**config.mk**
```make
export PLATFORM = sky130hd
export DESIGN_NAME = mem_bus_arbiter
export DESIGN_NICKNAME = d
export VERILOG_FILES = /design/src/rtl/mips_cpu_definitions.sv /design/src/rtl/mem_bus_arbiter.sv
export SDC_FILE = /design/constraint.sdc
export NUM_CORES = 1
export LEC_CHECK = 0
export CAP_MARGIN = 0
export CORE_AREA = 2 2 107 109
export DETAILED_ROUTE_END_ITERATION = 10
export DIE_AREA = 0 0 109 111
export PLACE_DENSITY = 0.63
export SYNTH_ARGS = -nofsm -noshare
export SYNTH_HDL_FRONTEND = slang
export SYNTH_SLANG_ARGS = --single-unit
```
**constraint.sdc**
```tcl
create_clock -name clk -period 2.95 [get_ports clk]
set_input_delay 0.59 -clock clk [delete_from_list [all_inputs] [get_ports clk]]
set_output_delay 0.59 -clock clk [all_outputs]
set_load 0.03 [all_outputs]
```
**src/rtl/mips_cpu_definitions.sv**
```systemverilog
// Shared CPU definitions used by the memory bus arbiter.
//   arb_state_t : arbiter ownership state; its encoding doubles as the
//                 grant value presented on the arbiter's grant output.
//   GRANT_*     : grant encodings (00 none, 01 fetch, 10 data).
package mips_cpu_definitions;

  localparam logic [1:0] GRANT_NONE = 2'b00;
  localparam logic [1:0] GRANT_I    = 2'b01;
  localparam logic [1:0] GRANT_D    = 2'b10;

  typedef enum logic [1:0] {
    ARB_IDLE  = GRANT_NONE,
    ARB_OWN_I = GRANT_I,
    ARB_OWN_D = GRANT_D
  } arb_state_t;

endpackage

```
**src/rtl/mem_bus_arbiter.sv**
```systemverilog
// Two-requester arbiter for the CPU's single Avalon-MM master port.
// Instruction fetch (read-only) and data load/store share the bus; one owner
// at a time, grant held across waitrequest stalls, alternation on contention.
//
// Ports:
//   clk, reset          : clock, asynchronous active-low reset
//   i_address/i_read    : fetch request; i_waitrequest/i_readdata back
//   d_address/d_read/d_write/d_writedata/d_byteenable : data request;
//                         d_waitrequest/d_readdata back
//   address/read/write/writedata/byteenable : bus master outputs
//   waitrequest/readdata: bus slave responses
//   grant               : current owner (00 none, 01 fetch, 10 data)
module mem_bus_arbiter
  import mips_cpu_definitions::*;
#(
  parameter bit          DATA_FIRST = 1'b1,
  parameter int unsigned ADDR_W     = 32
) (
  input  logic              clk,
  input  logic              reset,
  input  logic [ADDR_W-1:0] i_address,
  input  logic              i_read,
  output logic              i_waitrequest,
  output logic [31:0]       i_readdata,
  input  logic [ADDR_W-1:0] d_address,
  input  logic              d_read,
  input  logic              d_write,
  input  logic [31:0]       d_writedata,
  input  logic [3:0]        d_byteenable,
  output logic              d_waitrequest,
  output logic [31:0]       d_readdata,
  output logic [ADDR_W-1:0] address,
  output logic              read,
  output logic              write,
  output logic [31:0]       writedata,
  output logic [3:0]        byteenable,
  input  logic              waitrequest,
  input  logic [31:0]       readdata,
  output logic [1:0]        grant
);

  arb_state_t state;
  logic       i_req;
  logic       d_req;

  assign i_req = i_read;
  assign d_req = d_read | d_write;

  // Ownership transition. A completing owner hands the bus straight to the
  // other requester if it is waiting, which gives strict alternation under
  // continuous contention. Only a live request is ever granted.
  function automatic arb_state_t next_owner(input arb_state_t cur,
                                            input logic       ireq,
                                            input logic       dreq,
                                            input logic       stall);
    arb_state_t nxt;
    nxt = cur;
    case (cur)
      ARB_IDLE: begin
        if (ireq && dreq) nxt = DATA_FIRST ? ARB_OWN_D : ARB_OWN_I;
        else if (dreq)    nxt = ARB_OWN_D;
        else if (ireq)    nxt = ARB_OWN_I;
      end
      ARB_OWN_I: begin
        // Dropping the request mid-transfer abandons ownership.
        if (!ireq)       nxt = ARB_IDLE;
        else if (!stall) nxt = dreq ? ARB_OWN_D : ARB_IDLE;
      end
      ARB_OWN_D: begin
        if (!dreq)       nxt = ARB_IDLE;
        else if (!stall) nxt = ireq ? ARB_OWN_I : ARB_IDLE;
      end
      default: nxt = ARB_IDLE;
    endcase
    return nxt;
  endfunction

  always_ff @(posedge clk or negedge reset) begin
    if (!reset) state <= ARB_IDLE;
    else        state <= next_owner(state, i_req, d_req, waitrequest);
  end

  assign grant = state;

  // Bus side is a straight mux of the owner's signals; the asynchronous
  // reset forces IDLE, so everything collapses to idle values while reset
  // is low without waiting for a clock.
  always_comb begin
    address       = '0;
    read          = 1'b0;
    write         = 1'b0;
    writedata     = '0;
    byteenable    = '0;
    i_waitrequest = 1'b1;
    d_waitrequest = 1'b1;
    case (state)
      ARB_OWN_I: begin
        address       = i_address;
        read          = i_read;
        byteenable    = 4'b1111;
        i_waitrequest = waitrequest;
      end
      ARB_OWN_D: begin
        address       = d_address;
        read          = d_read;
        write         = d_write;
        writedata     = d_writedata;
        byteenable    = d_byteenable;
        d_waitrequest = waitrequest;
      end
      default: ;
    endcase
  end

  // Read data is not registered; each requester captures on its own
  // waitrequest-low cycle.
  assign i_readdata = readdata;
  assign d_readdata = readdata;

  a_no_rd_wr: assert property (@(posedge clk) disable iff (!reset)
                               !(d_read && d_write));
  a_i_hold:   assert property (@(posedge clk) disable iff (!reset)
                               (state == ARB_OWN_I) |-> i_read);
  a_d_hold:   assert property (@(posedge clk) disable iff (!reset)
                               (state == ARB_OWN_D) |-> d_req);

endmodule

```
After elaboration in Yosys (flattened, before gate mapping)

Cells that the tools add are included.

Bits in registers: 2
Latch bits: 0
RAM bits: 0
Memory bits (read-only): 0
Output and inout port bits: 138
Logic and storage cells: 27
Memories kept: 0

$add $sub $neg: 0
$mul: 0
Div/mod/pow operators: 0
Order comparisons: 0
Equal/unequal tests: 5
Shifts and indexed selects: 0
Mux-type cells: 17
Bitwise logic cells: 1
Reductions and logical operators: 3

Operators by type and width:

| cell               | number |
|---|---|
| $pmux 32 s2        | 1 |
| $mux 32            | 1 |
| $mux 2             | 8 |
| $pmux 4 s2         | 1 |
| $ne 3x3->1 const B | 2 |
| $pmux 2 s3         | 1 |
| $mux 1             | 4 |
| $ne 4x4->1 const B | 1 |
| $reduce_and 3->1   | 1 |
| $eq 2x1->1 const B | 1 |
| $eq 2x2->1 const B | 1 |
| $logic_not 2->1    | 1 |
| $pmux 1 s2         | 1 |
| $logic_and 1x1->1  | 1 |
| $or 1x1->1         | 1 |

Depth between registers and ports, before layout

Word-level depth: 5
Gate-level depth with buffers: 6

Worst setup path after synthesis

Ideal clock, no wire load.

Path kind: register to output
From: reg state[0] (netlist: grant[0])
To: out address[26]
Arrival: 1,892 ps
Data required time: 2,360 ps
Setup slack: 468 ps
Stages on the path, launching flop included: 7
Path through: dfrtp_1 > inv_1 > ha_1 > clkbuf_1 > clkbuf_1 > a22oi_1 > nor2b_1

Word-level cells in the longest chain between the ends: 2
Elaborated cells on any way between the ends: 3

RTL lines:

| item                                            | RTL line              | RTL |
|---|---|---|
| from (decl)                                     | mem_bus_arbiter.sv:42 | `arb_state_t state;` |
| from (signal assigned)                          | mem_bus_arbiter.sv:80 | `else state <= next_owner(state, i_req, d_req, waitrequest);` |
| $eq 2x2->1 / $eq 2x1->1 (equally long branches) | mem_bus_arbiter.sv:96 | `case (state)` |
| $pmux 32 s2 *                                   | mem_bus_arbiter.sv:96 |  |
| to (decl)                                       | mem_bus_arbiter.sv:32 | `output logic [ADDR_W-1:0] address,` |

Mark *: on every way between the ends. The rest lies on a longest branch, timed or not.

Final worst setup path

From: reg state[0] (netlist: grant[0])
To: out writedata[16]

Word-level cells in the longest chain between the ends: 2

RTL lines:

| item       | RTL line              | RTL |
|---|---|---|
| $eq 2x2->1 | mem_bus_arbiter.sv:96 |  |
| $mux 32    | mem_bus_arbiter.sv:96 |  |
| to (decl)  | mem_bus_arbiter.sv:35 | `output logic [31:0] writedata,` |

No other way between the ends.

==> metrics.txt <==
Clock Skews approximately 0.000028 ns; initial antenna violation count 0; fmax 373 MHz; IO Port Bufs 179; sequential share of the synthesized area between 3 and 4%; largest net degree at the start of global routing 23; crit path capture type primary output; CP arrival 2.09 ns; met2 global-route usage between 10% and 20%; cells on worst reg2reg path 5; Syn Nets 350; register area ~50 um^2; worst slew pin tran 0.359 ns; Num CTS Buffers 3; WP data required 2.36 ns; post-synthesis cell type count 21; met3 usage under 10%; setup TNS 0 ns; area of the multi-input gates just under 900 um^2; Buf/Inv on CP 3; met1 GRT Util between 8 and 9%; number of max-cap violations 0; clock slew seen by the registers of the worst setup and hold paths about 0.030 ns; Nets ~460; layout cells sized above 1 between 10% and 20%; CP peak stage delay between 0.6 and 0.7 ns; relative slew slack between 70% and 80%; Synth Area in Simple Gates between 30 and 40%; hold_ws roughly 0.53 ns; global-route wire length before repair a little under 9 mm; crit path time final 2.68 ns; Top Ports around 280; cell row count 39; Syn. warnings 0; cts hold-fix bufs 0; largest family of logic cells by synthesized area buffers and inverters; worst-path maximum fanout 22; total power 2.55 mW; RR Startpoint grant[0]$_DFFE_PN0P_; Die Wd 109 um; Compound-Gate Fraction of Synth Area between 20% and 30%; Routed Antenna Nets 0; Yosys reg bits 2; RSZ-0062 raised after global routing no; fin crit share about nine tenths; CTS root buffer clkbuf_16; core footprint around 11,000 um^2; die area 12,100 um^2; pre-CTS setup slack approximately 0.36 ns; Mapped Cells roughly 210; Layout fillers 1,218; maximum VDD drop between 200 and 300 uV; number of cells on the critical path 5; multiplexer share of the synthesized area roughly 2%; outcome completed; Slowest cell on crit path clkdlybuf4s50_1; clock sinks 2; setup violators final 0; crit path cell chain inv_1 > ha_4 > buf_4 > and2_1 > clkdlybuf4s50_1; R2R setup slack around 1.2 ns; Die Ht 111 um; detailed placement HPWL about 5.0 mm; XOR/XNOR Fraction of Synth Area 0%; CP Class flip-flop to primary output; n_diodes 0; Synth-to-Final Area Change 104%; total wire length between 5 and 6 mm; DRC violations left 0; htree depth 1; Vias around 1,700; pwr/cell area between 800 and 900 nW/um^2; delay-heaviest family, CP buffers and inverters; TritonRoute pass-1 iters 4; CTS tree built; Post-DP Area between 2000 and 3000 um^2; Leakage 1.14 nW; Total GRT Usage 8.99%; Initial Util about an eighth; grt ovf 0; DR WL/cell 12.9 um; Vias/cell about 3.8; Final Cell Area ~3000 um^2; initial DRC count 54; Fin. Hold Viols 0; GR peak layer met2; pins over their slew limit 0; R2R Path End grant[1]$_DFFE_PN0P_; Largest register FFs 2; Setup WS post-layout about 0.27 ns; Post-Synth Adder-Cell Area between 3 and 4%; Skew-Pair Late Insertion Delay about 0.22 ns; routability cong. about 0.77; via count of the first global-routing pass roughly 1,800; clk buf depth 2; Critical Path Source Type flip-flop; synthesized cell area between 1000 and 1500 um^2; path category of the worst min-delay check input port to async pin; Avg Cell Area, Syn between 7 and 8 um^2
-- metrics by stage --
stage | utilization, % | instances
2_1_floorplan | - | 208
3_3_place_gp | 26.2 | 459
3_5_place_dp | 26.2 | 459
4_1_cts | 26.9 | 462
5_1_grt | 27.0 | 462
6_report | 27.0 | 462
-- Yosys cell counts, drive strengths merged --
master	number	area, um^2
inv	2	7.51
ha	4	50.1
a21oi	6	30.0
mux2	2	30.0
nand2b	2	12.5
dfrtp	2	50.1
clkbuf	12	45.0
nand2	1	3.75
nor2	1	3.75
or4b	1	13.8
nand3	1	5.00
or3b	1	8.76
and2	33	206
o211ai	2	20.0
nor3	1	5.00
a22oi	33	248
buf	67	494
nor2b	37	231
-- what timing repair did --
item,4_1_cts,5_1_grt
setup endpoints to repair,0,1
buffers inserted,0,0
gates resized for setup,0,1
-- layer usage --
metal | share of wire, % | vias to the layer above | wire (um)
met2 | 51 | 115 | 3070
li1 | - | 851 | -
met5 | 0 | - | 0
met1 | 35 | 759 | 2070
met3 | 12 | 23 | 696
met4 | 2.1 | 0 | 128
-- cell families after synthesis --
kind of cell,after synthesis
muxes,2
buffers and inverters,81
adders and majority gates,4
AOI/OAI and AO/OA,41
DFF,2
and+or+nand+nor,78
-- cell usage in the layout, fill, tap and decap left out --
cell,instances
a22oi_1,33
and2_1,33
o211ai_1,1
buf_4,43
o211ai_2,1
clkbuf_16,3
buf_12,3
ha_4,1
nand3_1,1
ha_1,3
nor3_1,1
or4b_4,1
inv_1,2
a21oi_1,6
mux2_4,2
nand2b_1,2
nor2_1,1
dfrtp_1,2
clkdlybuf4s50_1,141
or3b_2,1
nor2b_1,37
nand2_1,1
-- worst max path at each step --
stage | startpoint | endpoint
finish | grant[0]$_DFFE_PN0P_ | writedata[16]
global route | grant[0]$_DFFE_PN0P_ | writedata[12]
CTS | grant[0]$_DFFE_PN0P_ | writedata[16]
detailed placement | grant[0]$_DFFE_PN0P_ | writedata[16]
global placement | grant[0]$_DFFE_PN0P_ | writedata[19]
floorplan | grant[0]$_DFFE_PN0P_ | address[26]
-- power breakdown --
part | internal, mW | switching (mW) | total (mW)
sequential | 0.0393 | 0.0178 | 0.0571
combinational | 1.02 | 1.27 | 2.29
clock | 0.172 | 0.0309 | 0.203
-- area by class of cell --
cell class / count / share of cell area, %
Timing Repair Buffer: 187 / 60.1
Multi-Input combinational cell: 125 / 29.5
Tap cell: 143 / 5.99
Clock buffer: 3 / 2.51
Sequential cell: 2 / 1.68
Inverter: 2 / 0.251
Note: power is estimated with default switching activity, not from simulation.
